<file path="src/rtl/ascon_aead128_pkg.sv">
// Shared Ascon types, tables and helpers.
// Used by the permutation engine and its round datapath.
package ascon_aead128_pkg;

  typedef struct packed {
    logic [63:0] s0;
    logic [63:0] s1;
    logic [63:0] s2;
    logic [63:0] s3;
    logic [63:0] s4;
  } ascon_state;

  typedef enum logic [1:0] {
    IDLE,
    RUN,
    DONE
  } perm_fsm_e;

  localparam int MAX_ROUNDS = 12;

  // Column value {s0,s1,s2,s3,s4} with s0 as MSB
  localparam logic [4:0] SBOX [32] = '{
    5'h04, 5'h0b, 5'h1f, 5'h14, 5'h1a, 5'h15, 5'h09, 5'h02,
    5'h1b, 5'h05, 5'h08, 5'h12, 5'h1d, 5'h03, 5'h06, 5'h1c,
    5'h1e, 5'h13, 5'h07, 5'h0e, 5'h00, 5'h0d, 5'h11, 5'h18,
    5'h10, 5'h0c, 5'h01, 5'h19, 5'h16, 5'h0a, 5'h0f, 5'h17
  };

  localparam int ROT_A [5] = '{19, 61, 1, 10, 7};
  localparam int ROT_B [5] = '{28, 39, 6, 17, 41};

  function automatic logic [7:0] rc(input logic [3:0] i);
    return {4'hf - i, i};
  endfunction

  function automatic logic [63:0] ror(
    input logic [63:0] x,
    input int          n
  );
    return (x >> n) | (x << (64 - n));
  endfunction

endpackage

</file>
<file path="src/rtl/ascon_round.sv">
// One combinational Ascon round: constant, S-box layer, diffusion.
// Disabled stages forward the state untouched.
module ascon_round
  import ascon_aead128_pkg::*;
(
  input  ascon_state  state_i,
  input  logic [3:0]  idx_i,
  input  logic        en_i,
  output ascon_state  state_o
);

  logic [63:0] x [5];
  logic [63:0] y [5];
  logic [63:0] z [5];

  assign x[0] = state_i.s0;
  assign x[1] = state_i.s1;
  assign x[2] = state_i.s2 ^ {56'h0, rc(idx_i)};
  assign x[3] = state_i.s3;
  assign x[4] = state_i.s4;

  for (genvar b = 0; b < 64; b++) begin : g_col
    logic [4:0] sv;
    assign sv = SBOX[{x[0][b], x[1][b], x[2][b], x[3][b], x[4][b]}];
    assign y[0][b] = sv[4];
    assign y[1][b] = sv[3];
    assign y[2][b] = sv[2];
    assign y[3][b] = sv[1];
    assign y[4][b] = sv[0];
  end

  for (genvar w = 0; w < 5; w++) begin : g_lin
    assign z[w] = y[w] ^ ror(y[w], ROT_A[w]) ^ ror(y[w], ROT_B[w]);
  end

  assign state_o = en_i ? {z[0], z[1], z[2], z[3], z[4]} : state_i;

endmodule

</file>
<file path="src/rtl/permutation_engine.sv">
// Iterative Ascon permutation, UNROLL rounds per clock.
// Handshaked request/result; out_state is the state register.
module permutation_engine
  import ascon_aead128_pkg::*;
#(
  parameter int UNROLL = 1
) (
  input  logic        clk,
  input  logic        rst,
  input  logic        in_valid,
  output logic        in_ready,
  input  ascon_state  in_state,
  input  logic [3:0]  in_rounds,
  output logic        out_valid,
  input  logic        out_ready,
  output ascon_state  out_state
);

  perm_fsm_e   st_q, st_d;
  ascon_state  state_q, state_d;
  logic [3:0]  rem_q, rem_d;
  logic [3:0]  idx_q, idx_d;
  logic [3:0]  nr;
  ascon_state  chain [UNROLL+1];

  assign chain[0] = state_q;

  // Stages beyond the remaining count bypass
  for (genvar j = 0; j < UNROLL; j++) begin : g_rnd
    ascon_round u_rnd (
      .state_i (chain[j]),
      .idx_i   (idx_q + 4'(j)),
      .en_i    (4'(j) < rem_q),
      .state_o (chain[j+1])
    );
  end

  assign nr = (in_rounds > 4'(MAX_ROUNDS)) ? 4'(MAX_ROUNDS) : in_rounds;

  always_comb begin
    st_d    = st_q;
    state_d = state_q;
    rem_d   = rem_q;
    idx_d   = idx_q;
    unique case (st_q)
      IDLE: begin
        if (in_valid) begin
          state_d = in_state;
          if (nr == 4'd0) begin
            st_d = DONE;
          end else begin
            st_d  = RUN;
            rem_d = nr;
            idx_d = 4'(MAX_ROUNDS) - nr;
          end
        end
      end
      RUN: begin
        state_d = chain[UNROLL];
        idx_d   = idx_q + 4'(UNROLL);
        if (rem_q <= 4'(UNROLL)) begin
          st_d  = DONE;
          rem_d = 4'd0;
        end else begin
          rem_d = rem_q - 4'(UNROLL);
        end
      end
      DONE: begin
        if (out_ready) st_d = IDLE;
      end
      default: st_d = IDLE;
    endcase
  end

  always_ff @(posedge clk) begin
    if (rst) begin
      st_q    <= IDLE;
      state_q <= '0;
      rem_q   <= '0;
      idx_q   <= '0;
    end else begin
      st_q    <= st_d;
      state_q <= state_d;
      rem_q   <= rem_d;
      idx_q   <= idx_d;
    end
  end

  assign in_ready  = (st_q == IDLE);
  assign out_valid = (st_q == DONE);
  assign out_state = state_q;

endmodule
</file>
<file path="config.mk">
export PLATFORM = sky130hd
export DESIGN_NAME = permutation_engine
export DESIGN_NICKNAME = d
export VERILOG_FILES = /design/src/rtl/ascon_aead128_pkg.sv /design/src/rtl/ascon_round.sv /design/src/rtl/permutation_engine.sv
export SDC_FILE = /design/constraint.sdc
export NUM_CORES = 2
export LEC_CHECK = 0
export ABC_CLOCK_PERIOD_IN_PS = 4700
export BUFFER_PORTS_ARGS = -buffer_cell sky130_fd_sc_hd__buf_2
export CAP_MARGIN = 20
export CORE_MARGIN = 4
export CORE_UTILIZATION = 45
export CTS_BUF_LIST = sky130_fd_sc_hd__clkbuf_8
export DETAILED_ROUTE_END_ITERATION = 16
export HOLD_SLACK_MARGIN = 0.05
export PLACE_DENSITY = 0.7
export SETUP_SLACK_MARGIN = 0.15
export SLEW_MARGIN = 20
export SYNTH_ARGS = -nofsm -noshare
export SYNTH_HDL_FRONTEND = slang
export SYNTH_SLANG_ARGS = --single-unit
export TNS_END_PERCENT = 30
</file>
<file path="constraint.sdc">
create_clock -name clk -period 4.7 [get_ports clk]
set_input_delay 0.705 -clock clk [delete_from_list [all_inputs] [get_ports clk]]
set_output_delay 0.705 -clock clk [all_outputs]
set_load 0.1 [all_outputs]
</file>
==> summary.txt <==
LAYOUT
-----------------------------------------------------------------------------------------
Post-Layout Cell Count .....................................................         5550
Share of post-route cells with drive strength above 1 ......................        18.9%
Area of all placed cells without fillers ................................... 0.0382 sq mm
Area added between synthesis and finish ....................................        15.8%
Final Net Count ............................................................         5222

CRITICAL PATH
-----------------------------------------------------------------------------------------
Startpoint types ...........................................................    flip-flop
Library cell appearing most often on the critical path .....................      xnor2_1
Worst path arrival time ....................................................      3.87 ns
Chain of cells forming the critical path ................................... inv_1 -> ha_1 -> nor2_1 -> xnor2_1 -> xor2_1 -> xnor2_1 -> mux2i_1 -> o21ai_0
Cell type of the slowest stage on the worst timing path ....................      xnor2_1
Largest fanout of any net on the critical path .............................            5
Critical Path End Type .....................................................    flip-flop
Kind of critical path ......................................................      reg2reg
Required time of the critical path .........................................      5.29 ns
Dominant delay contributor by cell family on the critical path ............. XOR/XNOR gates
WP buf/inv .................................................................            1
Delay of the slowest cell on the worst path ................................      0.89 ns

LOGIC SYNTHESIS
-----------------------------------------------------------------------------------------
Most instantiated cells after synthesis .................................... xnor2_1 (668), ha_1 (345), dfxtp_1 (330), nand2_1 (257), inv_1 (253)
Post-Synthesis Mean Instance Area ..........................................   8.12 sq um
Synth warn .................................................................            0
Count of cell types in the netlist .........................................           66
Leading post-synthesis cells by cell area .................................. dfxtp_1 (20%), xnor2_1 (18%), ha_1 (13%)
Most instantiated library cell after synthesis .............................      xnor2_1
Syn Inst Count .............................................................         4069
Post-Syn Nets ..............................................................         4742
Ys flop type ...............................................................      dfxtp_1
Summed instance area of the synthesized netlist ............................ 0.0330 sq mm
Number of enable-type register cells in the synthesized netlist ............            0
Sequential share of the synthesized area ...................................        20.0%
Cell accounting for the most synthesized area ..............................      dfxtp_1
Area share of the leading cell type in the synthesized netlist .............        20.0%
Number of flip-flops and latches in the synthesized netlist ................          330
Proportion of register bits with asynchronous set or reset after synthesis .           0%

TIMING
-----------------------------------------------------------------------------------------
RSZ-0062 raised after global routing .......................................        false
Clock period minus worst slack .............................................      3.28 ns
Slew at the pin closest to its max-slew limit ..............................      1.25 ns
Clock skew .................................................................    0.0447 ns
Highest Clock Rate .........................................................      305 MHz
Relative slew slack ........................................................        14.2%
Total count of hold-check failures in the final report .....................            0
Number of slew-limit violations in the final report ........................            0
Total negative slack for setup checks ......................................         0 ns
Final setup violation count ................................................            0
Share of the clock period used by the worst path ...........................        69.7%

CTS
-----------------------------------------------------------------------------------------
Number of post-CTS setup repair buffers ....................................            0
Post-CTS resize count ......................................................            0
Clock tree from TritonCTS ..................................................          yes
H-tree level count .........................................................            3
CTS Root Cell ..............................................................     clkbuf_8
CTS Buf Count ..............................................................           67
Hold_buf cts ...............................................................            0
TritonCTS Sinks ............................................................          330
Clock transition at the registers of the reported paths ....................      0.06 ns
Clock network latency to the later pin of the worst-skew pair ..............      0.69 ns
Buffer depth of the longest clock path .....................................            3

ROUTING
-----------------------------------------------------------------------------------------
Wire length per cell ....................................................... 30.5 microns
Number of DRC markers in iteration 0 .......................................         4521
Total detailed-routing wirelength .......................................... 169000 microns
Vias per cell ..............................................................         6.16
Number of iterations in the first detailed-routing pass ....................            8
Number of nets still failing antenna checks after routing ..................            0
DRC violation count after routing ..........................................            0
Total via count after detailed routing .....................................        34.2k

GLOBAL ROUTE
-----------------------------------------------------------------------------------------
Vias in the first global route .............................................        31.4k
Largest net degree at the start of global routing ..........................          141
Total GRT Usage ............................................................        41.3%
Global-route wire length before repair ..................................... 233000 microns
Number of antenna violations at the first check in global routing ..........            6
Total gr overflow ..........................................................            0

FLOORPLANNING
-----------------------------------------------------------------------------------------
Die height .................................................................  279 microns
Boundary pin count .........................................................          650
Die X-Extent ...............................................................  279 microns
Area of the core ........................................................... 0.0728 sq mm
FP Rows ....................................................................           99
Initial Utilization ........................................................        45.3%
Die Area ................................................................... 0.0778 sq mm

STATUS
-----------------------------------------------------------------------------------------
Run status ................................................................. finished, final reports clean

HOLD PATH
-----------------------------------------------------------------------------------------
Worst hold path class ......................................................       in2reg

PLACEMENT
-----------------------------------------------------------------------------------------
Quantity of I/O buffers inserted on ports ..................................          649
Detailed-placement wirelength estimate ..................................... 136000 microns
Routability congestion estimate ............................................         1.10
Placed Cells ...............................................................         5438
Post-placement cell area ................................................... 0.0369 sq mm

JOB
-----------------------------------------------------------------------------------------
Max-cap check violation count ..............................................            0

## worst paths after layout
path / start / to / slack, ns / cells after the start
max: out_state[37] / out_state[101] / 1.42 / 8
min: in_state[178] / out_state[178] / 0.28 / 3
max reg2reg: out_state[37] / out_state[101] / 1.42 / 8
min reg2reg: out_state[91] / out_state[91] / 0.49 / 2
## routing by layer
metal | wire, microns | GRT usage, % | up-vias
li1 | - | - | 14900
met1 | 62200 | 50.9 | 16400
met2 | 70700 | 61.8 | 2338
met3 | 21900 | 12.7 | 569
met4 | 14400 | 28.3 | 10
met5 | 99 | 0 | -
## final cells by class
type	instances	area, sq um
Clock buffer	84	1160
Tap cell	959	1200
Clock inverter	24	204
Timing Repair Buffer	712	3860
Fill cell	7231	34600
Antenna cell	3	7.51
Multi-Input combinational cell	3185	24300
Inverter	253	957
Sequential cell	330	6610
## sequential cells by signal (all words and copies together), names as in the netlist
name	count
out_state	320
idx_q	4
st_q	2
rem_q	4
## tightest hold or removal path: cells and delay by family
kind	cells	cell delay, ns
compound gates	1	0.07
buf+inv	1	0.10
simple gates	1	0.05
## metrics by stage
step                      hold slack [ns]  util [%]  setup WS, ns
after floorplan                     0.479         -          1.73
after global placement              0.474      50.6          1.53
after detailed placement            0.485      50.6          1.56
after CTS                           0.238      52.5          1.54
after global routing                0.283      52.5          1.47
final                               0.284      52.5          1.42
## logic make-up after synthesis
family	Yosys count	synth area share (%)
AND/OR/NAND/NOR	910	13.0
adder cells (fa/ha/maj)	345	13.1
buffers and inverters	554	6.77
XOR/XNOR	897	24.5
multiplexers	207	6.42
flip-flops	330	20.0
AO/OA/AOI/OAI	826	16.2
## layout by cell type (no fill, tap or decap), drive strengths merged, types with 16 or more instances in the layout
master,instances
nand2,257
o211ai,43
xnor2,673
a31o,25
ha,345
clkbuf,84
and3,45
mux2i,204
nor2,159
a211oi,47
a211o,48
xor2,213
o21ai,199
inv,270
or3,48
nand3,214
nor3,126
a31oi,58
a221oi,45
a21o,16
a21oi,216
buf,712
o221ai,60
dfxtp,330
o22ai,24
nor2b,18
Power is not shown: default switching activity piles up to over one toggle a cycle in this logic, so the estimate is an artifact.
